<file path="src/rtl/rf_write_arbiter_if.sv">
// Write-port bundle between the two writeback requesters, the arbiter and
// the 8x16 register file. The arbiter uses the slave view. The requesters
// and the register file together form the master view.
interface rf_write_arbiter_if #(
  parameter int DATA_W = 16,
  parameter int ADDR_W = 3
);

  // Requester A (ALU writeback)
  logic              a_valid;
  logic [ADDR_W-1:0] a_dest;
  logic [DATA_W-1:0] a_data;
  logic              a_ready;

  // Requester B (memory/load writeback)
  logic              b_valid;
  logic [ADDR_W-1:0] b_dest;
  logic [DATA_W-1:0] b_data;
  logic              b_ready;

  // Registered write port into the register file
  logic              reg_write_en;
  logic [ADDR_W-1:0] reg_write_dest;
  logic [DATA_W-1:0] reg_write_data;
  logic              init_done;

  modport slave (
    input  a_valid, a_dest, a_data,
    input  b_valid, b_dest, b_data,
    output a_ready, b_ready,
    output reg_write_en, reg_write_dest, reg_write_data, init_done
  );

  modport master (
    output a_valid, a_dest, a_data,
    output b_valid, b_dest, b_data,
    input  a_ready, b_ready,
    input  reg_write_en, reg_write_dest, reg_write_data, init_done
  );

endinterface

</file>
<file path="src/rtl/rf_write_arbiter.sv">
// Sequencer and write-port arbiter for the 8x16 register file.
// After reset it loads reg i with i+1, one register per cycle. The register
// file has no reset of its own, so this load supplies its initial contents.
// After the load it shares the single write port between the ALU (A) and
// load (B) writebacks. The arbitration is round-robin.
// Every accepted write is registered, so it reaches the register file one
// cycle after the handshake.
module rf_write_arbiter #(
  parameter int DATA_W   = 16,
  parameter int ADDR_W   = 3,
  parameter int NUM_REGS = 8
) (
  input logic               clk,
  input logic               rst,
  rf_write_arbiter_if.slave bus
);

  typedef enum logic {
    INIT = 1'b0,
    RUN  = 1'b1
  } state_t;

  state_t            state_q, state_d;
  logic [ADDR_W-1:0] init_cnt_q, init_cnt_d;
  logic              rr_ptr_q, rr_ptr_d;
  logic              wr_en_q, wr_en_d;
  logic [ADDR_W-1:0] wr_dest_q, wr_dest_d;
  logic [DATA_W-1:0] wr_data_q, wr_data_d;
  logic              init_done_q, init_done_d;

  logic              a_grant;
  logic              b_grant;
  logic              contested;
  logic              last_init;

  // Grant logic. Grants are issued only in RUN and never while reset is held.
  // When both requesters are valid, rr_ptr picks the winner (0 = A, 1 = B).
  always_comb begin
    contested = bus.a_valid && bus.b_valid;
    a_grant   = 1'b0;
    b_grant   = 1'b0;
    if (rst && (state_q == RUN)) begin
      a_grant = bus.a_valid && (!bus.b_valid || !rr_ptr_q);
      b_grant = bus.b_valid && (!bus.a_valid ||  rr_ptr_q);
    end
  end

  assign bus.a_ready = a_grant;
  assign bus.b_ready = b_grant;

  // Next-state and next-output logic.
  // By default no write is issued, the address and data hold their values,
  // and the other state is kept as it is.
  always_comb begin
    state_d     = state_q;
    init_cnt_d  = init_cnt_q;
    rr_ptr_d    = rr_ptr_q;
    wr_en_d     = 1'b0;
    wr_dest_d   = wr_dest_q;
    wr_data_d   = wr_data_q;
    init_done_d = init_done_q;
    last_init   = (init_cnt_q == ADDR_W'(NUM_REGS - 1));

    case (state_q)
      INIT: begin
        wr_en_d    = 1'b1;
        wr_dest_d  = init_cnt_q;
        wr_data_d  = DATA_W'(init_cnt_q) + DATA_W'(1);
        init_cnt_d = init_cnt_q + ADDR_W'(1);
        if (last_init) begin
          state_d     = RUN;
          init_done_d = 1'b1;
        end
      end
      RUN: begin
        if (a_grant) begin
          wr_en_d   = 1'b1;
          wr_dest_d = bus.a_dest;
          wr_data_d = bus.a_data;
        end else if (b_grant) begin
          wr_en_d   = 1'b1;
          wr_dest_d = bus.b_dest;
          wr_data_d = bus.b_data;
        end
        // After a contested grant the pointer moves to the loser. The winner
        // is always the side rr_ptr named, so the pointer simply flips.
        if (contested) begin
          rr_ptr_d = ~rr_ptr_q;
        end
      end
      default: begin
        state_d = INIT;
      end
    endcase
  end

  // State and output registers. A synchronous active-low reset drops any
  // in-flight write and restarts the initialisation sequence.
  always_ff @(posedge clk) begin
    if (!rst) begin
      state_q     <= INIT;
      init_cnt_q  <= '0;
      rr_ptr_q    <= 1'b0;
      wr_en_q     <= 1'b0;
      wr_dest_q   <= '0;
      wr_data_q   <= '0;
      init_done_q <= 1'b0;
    end else begin
      state_q     <= state_d;
      init_cnt_q  <= init_cnt_d;
      rr_ptr_q    <= rr_ptr_d;
      wr_en_q     <= wr_en_d;
      wr_dest_q   <= wr_dest_d;
      wr_data_q   <= wr_data_d;
      init_done_q <= init_done_d;
    end
  end

  assign bus.reg_write_en   = wr_en_q;
  assign bus.reg_write_dest = wr_dest_q;
  assign bus.reg_write_data = wr_data_q;
  assign bus.init_done      = init_done_q;

endmodule

</file>
<file path="src/flat_wrapper.sv">
// flat-port wrapper written by rule: the top's interface ports become plain ports
module rf_write_arbiter_flat 
#(
  parameter int DATA_W   = 16,
  parameter int ADDR_W   = 3,
  parameter int NUM_REGS = 8
)
  (clk, rst, bus_a_valid, bus_a_dest, bus_a_data, bus_b_valid, bus_b_dest, bus_b_data, bus_a_ready, bus_b_ready, bus_reg_write_en, bus_reg_write_dest, bus_reg_write_data, bus_init_done);
  rf_write_arbiter_if #(.DATA_W(DATA_W), .ADDR_W(ADDR_W)) bus_i ();
  input logic clk;
  input logic rst;
  input wire logic [$bits(bus_i.a_valid)-1:0] bus_a_valid;
  input wire logic [$bits(bus_i.a_dest)-1:0] bus_a_dest;
  input wire logic [$bits(bus_i.a_data)-1:0] bus_a_data;
  input wire logic [$bits(bus_i.b_valid)-1:0] bus_b_valid;
  input wire logic [$bits(bus_i.b_dest)-1:0] bus_b_dest;
  input wire logic [$bits(bus_i.b_data)-1:0] bus_b_data;
  output wire logic [$bits(bus_i.a_ready)-1:0] bus_a_ready;
  output wire logic [$bits(bus_i.b_ready)-1:0] bus_b_ready;
  output wire logic [$bits(bus_i.reg_write_en)-1:0] bus_reg_write_en;
  output wire logic [$bits(bus_i.reg_write_dest)-1:0] bus_reg_write_dest;
  output wire logic [$bits(bus_i.reg_write_data)-1:0] bus_reg_write_data;
  output wire logic [$bits(bus_i.init_done)-1:0] bus_init_done;
  assign bus_i.a_valid = bus_a_valid;
  assign bus_i.a_dest = bus_a_dest;
  assign bus_i.a_data = bus_a_data;
  assign bus_i.b_valid = bus_b_valid;
  assign bus_i.b_dest = bus_b_dest;
  assign bus_i.b_data = bus_b_data;
  assign bus_a_ready = bus_i.a_ready;
  assign bus_b_ready = bus_i.b_ready;
  assign bus_reg_write_en = bus_i.reg_write_en;
  assign bus_reg_write_dest = bus_i.reg_write_dest;
  assign bus_reg_write_data = bus_i.reg_write_data;
  assign bus_init_done = bus_i.init_done;
  rf_write_arbiter #(.DATA_W(DATA_W), .ADDR_W(ADDR_W), .NUM_REGS(NUM_REGS)) u_core (.clk(clk), .rst(rst), .bus(bus_i));
endmodule
</file>
<file path="config.mk">
export PLATFORM = sky130hd
export DESIGN_NAME = rf_write_arbiter_flat
export DESIGN_NICKNAME = d
export VERILOG_FILES = /design/src/rtl/rf_write_arbiter_if.sv /design/src/rtl/rf_write_arbiter.sv /design/src/flat_wrapper.sv
export SDC_FILE = /design/constraint.sdc
export NUM_CORES = 1
export LEC_CHECK = 0
export BUFFER_PORTS_ARGS = -buffer_cell sky130_fd_sc_hd__buf_2
export CAP_MARGIN = 25
export CELL_PAD_IN_SITES_DETAIL_PLACEMENT = 1
export CELL_PAD_IN_SITES_GLOBAL_PLACEMENT = 1
export CORE_ASPECT_RATIO = 1.2
export CORE_MARGIN = 2
export CORE_UTILIZATION = 25
export CTS_CLUSTER_SIZE = 10
export DETAILED_ROUTE_END_ITERATION = 8
export GPL_TIMING_DRIVEN = 0
export PLACE_DENSITY = 0.77
export SETUP_SLACK_MARGIN = 0.5
export SLEW_MARGIN = 20
export SYNTH_ARGS = -nofsm -noshare
export SYNTH_HDL_FRONTEND = slang
export SYNTH_SLANG_ARGS = --single-unit
</file>
<file path="constraint.sdc">
create_clock -name clk -period 1.3 [get_ports clk]
set_clock_uncertainty 0.1 [all_clocks]
set_input_delay 0.195 -clock clk [delete_from_list [all_inputs] [get_ports clk]]
set_output_delay 0.195 -clock clk [all_outputs]
set_load 0.02 [all_outputs]
</file>
# Word level (Yosys, flattened, before mapping)
# Cells that the tools add are included.
word_totals:
  input_bits: 42
  output_inout_bits: 23
  ff_bits: 26
  word_cells: 37
classes:
  add_sub_neg: 2
  n_mux: 13
  n_bitwise: 2
  n_eq_ne: 2
  n_reduce_logical: 11
ops:
  columns: ["op", "count"]
  rows:
  - ["16-bit two-way mux", 2]
  - ["16-bit one-hot mux with 2 select lines", 1]
  - ["1-bit two-way mux", 6]
  - ["3-bit two-way mux", 2]
  - ["3-bit one-hot mux with 2 select lines", 1]
  - ["3-bit by 1-bit adder with 4-bit output, second input constant", 1]
  - ["1-bit logical AND", 4]
  - ["2-bit AND reduction", 2]
  - ["3-bit by 1-bit adder with 3-bit output, second input constant", 1]
  - ["3-bit == test, second input constant", 1]
  - ["1-bit zero test", 3]
  - ["3-bit inequality test, second input constant", 1]
  - ["1-bit logical OR", 2]
  - ["1-bit inverter", 2]
  - ["1-bit one-hot mux with 2 select lines", 1]

# Logic depth before layout (Yosys ltp)
depth:
  depth_word: 7
  ltp_mapped: 6
  ltp_nobuf: 4

# Worst setup path before layout
# Ideal clock, no wire load.
synth_timing:
  path_kind: "reg-to-output"
  from: "register u_core.state_q"
  to: "output bus_b_ready"
  stages_incl_launch_ff: 5
  t_required_ps: 1005
  n_path_buf: 2
  path_slack_ps: -208
  arrival_time_ps: 1213
  cell_sequence: "dfxtp_1 > buf_2 > buf_1 > nand3_1 > a21oi_1"
synth_via:
  elab_chain_len: 2
synth_lines:
  columns: ["item", "line_no", "text"]
  rows:
  - ["from (decl)", "rf_write_arbiter.sv:23", "state_t state_q, state_d;"]
  - ["from (signal assigned)", "rf_write_arbiter.sv:109", "state_q <= state_d;"]
  - ["1-bit logical AND", "rf_write_arbiter.sv:42", "if (rst && (state_q == RUN)) begin"]
  - ["1-bit two-way mux", "rf_write_arbiter.sv:42", null]
  - ["to (decl)", "flat_wrapper.sv:19", "output wire logic [$bits(bus_i.b_ready)-1:0] bus_b_ready;"]
# No other way between the ends.

# Worst setup path in the final report
layout_timing:
  from: "register u_core.rr_ptr_q"
  to: "output bus_a_ready"
layout_via:
  elab_chain_len: 4
layout_lines:
  columns: ["item", "line_no", "text"]
  rows:
  - ["from (decl)", "rf_write_arbiter.sv:25", "logic rr_ptr_q, rr_ptr_d;"]
  - ["from (signal assigned)", "rf_write_arbiter.sv:111", "rr_ptr_q <= rr_ptr_d;"]
  - ["1-bit zero test", "rf_write_arbiter.sv:43", "a_grant = bus.a_valid && (!bus.b_valid || !rr_ptr_q);"]
  - ["1-bit logical OR", "rf_write_arbiter.sv:43", null]
  - ["1-bit logical AND", "rf_write_arbiter.sv:43", null]
  - ["1-bit two-way mux", "rf_write_arbiter.sv:42", null]
  - ["to (decl)", "flat_wrapper.sv:18", "output wire logic [$bits(bus_i.a_ready)-1:0] bus_a_ready;"]
# No other way between the ends.

==> results.json <==
{
  "htree_num_levels": 1,
  "first_pass_iters": 4,
  "diodes": 0,
  "post-route-min-period_ps": 1534,
  "run_status": "finished, violations left",
  "final-hold-violation-count": 0,
  "wire_per_inst_um": 16.24,
  "detailed_place_hpwl_um": 2749,
  "synth_enable_flop_cells": 0,
  "yosys.area_share.xor_xnor_pct": 1.436,
  "violations_in_the_final_reports": "setup timing",
  "synth.yosys.warnings": 0,
  "worstSetupEndpointType": "output port",
  "cts_tree": "built",
  "power_uw": 1698,
  "post_synth_mux_area_share_pct": 16.41,
  "timing.critical_path.cells": "a21boi_4, buf_12, buf_12, nor2b_4, buf_6",
  "number_of_buffers_created_by_cts": 3,
  "maxCapViolCount": 0,
  "ys_async_sr_fraction_pct": 0,
  "place.gp.congestion": 0.7104,
  "width_of_the_die_um": 67.77,
  "grt_antenna_before_repair": 0,
  "cp_data_required_time_ps": 1000,
  "synth_area_per_inst_um2": 9.606,
  "via_count_of_the_first_global_routing_pass": 1454,
  "finalCoreUtilization_pct": 48.77,
  "top_level_ports": 65,
  "grt_max_degree": 15,
  "numClockSinks": 26,
  "groute.usage.overall_pct": 16.19,
  "synthTopCellsByArea": "sky130_fd_sc_hd__dfxtp_1 43%, sky130_fd_sc_hd__mux2i_1 16%, sky130_fd_sc_hd__o21ai_0 5.7%",
  "grt_setup_unrepaired": "yes",
  "most_common_library_cell_in_the_layout_ignoring_fill_and_taps": "sky130_fd_sc_hd__buf_2",
  "cts_max_path_buffers": 2,
  "detail_route.vias_per_cell": 4.860,
  "synth_top_area_cell": "sky130_fd_sc_hd__dfxtp_1",
  "fp.dieArea_um2": 5457,
  "clock_latency_ps": 270,
  "layout_common_cells": "39 x sky130_fd_sc_hd__buf_2, 30 x sky130_fd_sc_hd__buf_6, 23 x sky130_fd_sc_hd__dfxtp_2",
  "synth_compound_gate_area_share_pct": 16.82,
  "min_period_over_period_pct": 118.0,
  "die_h_um": 80.52,
  "cell_chosen_for_the_clock_root": "sky130_fd_sc_hd__clkbuf_8",
  "worstPathArrival_ps": 1240,
  "power.leakage_uw": 0.0009856,
  "placedCellCount": 247,
  "cpMaxStageDelayCell": "sky130_fd_sc_hd__dfxtp_2",
  "worstPathMaxFanout": 2,
  "drtAntennaViolNets": 0,
  "timing.setup.critical_path_class": "register to output port",
  "worst_path_dominant_cell_family": "flip-flops",
  "route.final.wire_length_um": 4418,
  "synth_cells": 127,
  "via_count": 1322,
  "layout.filler_cells": 525,
  "postLayoutSetupSlackWorst_ps": -234.1,
  "area_of_all_placed_cells_without_fillers_um2": 2257,
  "regToRegSetupSlack_ps": -190,
  "critPathBufInv": 3,
  "postSynth.topFlopCell": "sky130_fd_sc_hd__dfxtp_1",
  "fp.coreArea_um2": 4628,
  "ys_ff_latch": 26,
  "dpl_cell_area_um2": 1708,
  "layout-drive-gt1-share_pct": 67.29,
  "flow.area_growth_from_synthesis_pct": 85.03,
  "path_class_of_the_lowest_slack_min_delay_path": "input port to register",
  "route.detailed.drc": 0,
  "first_iter_violations": 34,
  "final_max_slew_viol_count": 0,
  "design.final.nets": 259,
  "setup_viol_count_final": 21,
  "startpoint_type": "register",
  "max-vdd-ir-drop_v": 0.0004562,
  "initial_utilization_pct": 26.36,
  "synthDominantCellAreaShare_pct": 42.67,
  "worst_setup_hold_path_clk_slew_ps": 90,
  "synth.yosys.seq_area_share_pct": 42.67,
  "max_clock_freq_mhz": 651.8,
  "synthesis.nets": 171,
  "yosys.area_share.adder_pct": 2.051,
  "timing.critical_path.mode_cell": "sky130_fd_sc_hd__buf_12",
  "io_buffers": 62,
  "synth_cell_type_count": 32,
  "largest_family_of_logic_cells_by_synthesized_area": "compound AO/OA/AOI/OAI gates",
  "power.density_cell_area_nw_per_um2": 752.3,
  "globalRouteOverflowTotal": 0,
  "timing.max_slew.rel_slack_pct": 62.50,
  "netlist_area_um2": 1220,
  "global_route_wire_length_before_repair_um": 6651,
  "final_cell_count_no_fill": 272,
  "tightest_slew_ps": 562.5,
  "placement_rows": 27,
  "holdWs_ps": 101.1,
  "cp_slowest_stage_delay_ps": 350,
  "synth_simple_gate_area_share_pct": 13.74
}
state kept, by name, summed over array words and instances (netlist names):
| register | flops |
|---|---|
| u_core.state_q | 1 |
| u_core.bus.reg_write_en | 1 |
| u_core.bus.init_done | 1 |
| u_core.bus.reg_write_dest | 3 |
| u_core.bus.reg_write_data | 16 |
| u_core.init_cnt_q | 3 |
| u_core.rr_ptr_q | 1 |
path summary, 6_finish.rpt:
path | start | endpoint | cells past startpoint
worst max-delay path | u_core.rr_ptr_q | bus_a_ready | 5
worst min-delay path | bus_a_data[14] | u_core.bus.reg_write_data[14] | 3
worst max register to register | u_core.rr_ptr_q | u_core.bus.reg_write_data[4] | 6
worst min register to register | u_core.bus.reg_write_data[6] | u_core.bus.reg_write_data[6] | 2
through the flow:
stage          worst slack (ps)  setup TNS (ps)
2_1_floorplan             28.37               0
3_3_place_gp             -128.4          -541.0
3_5_place_dp             -155.4          -807.3
4_1_cts                  -219.2           -2681
5_1_grt                  -290.0           -4493
6_report                 -234.1           -2927
per-layer routing:
layer | part of all wire, % | global-route usage (%)
met1 | 39 | 17.57
met2 | 53 | 32.06
met3 | 7.2 | 2.381
met4 | 1.0 | 3.200
met5 | 0 | 0
tightest hold or removal path, stage by stage:
cell	delay, ps
sky130_fd_sc_hd__buf_2	70
sky130_fd_sc_hd__mux2i_1	60
sky130_fd_sc_hd__o21ai_1	110
logic make-up after synthesis:
group,after synthesis
XOR/XNOR,2
flip-flops,26
adder cells (fa/ha/maj),2
AND/OR/NAND/NOR,34
buffers and inverters,12
AO/OA/AOI/OAI,31
multiplexers,20
synthesized netlist by cell type (all sizes together) (2+ instances only):
cell type,count
nor2,9
nand3,2
buf,8
mux2i,20
a211oi,3
a21oi,3
a31oi,3
dfxtp,26
o21ai,15
nor2b,3
nand2,13
inv,3
nor4,3
o22ai,2
ha,2
layout make-up:
| class | instances | area [µm²] | area share [%] |
|---|---|---|---|
| multi-input combinational | 89 | 748.2 | 33.15 |
| timing repair buffer | 83 | 700.7 | 31.04 |
| sequential | 26 | 556.8 | 24.67 |
| buffer | 9 | 118.9 | 5.266 |
| tap | 58 | 72.57 | 3.215 |
| clock buffer | 4 | 45.04 | 1.996 |
| inverter | 3 | 15.01 | 0.6652 |
repair_timing:
action / 4_1_cts / 5_1_grt
setup buffers: 16 / 3
gates cloned: 2 / 0
setup endpoints to repair: 49 / 49
pin swaps: 9 / 2
hold buffers: 0 / 0
resized for setup: 87 / 8
power breakdown:
| group | total [µW] | leakage, µW | internal, µW | switching, µW |
|---|---|---|---|---|
| clock | 468 | 0.0000228 | 220 | 248 |
| sequential | 854 | 0.000223 | 827 | 26.6 |
| combinational | 376 | 0.000740 | 216 | 160 |
| total | 1700 | 0.000986 | 1260 | 435 |
No activity file was read; power rests on OpenSTA's default activity.
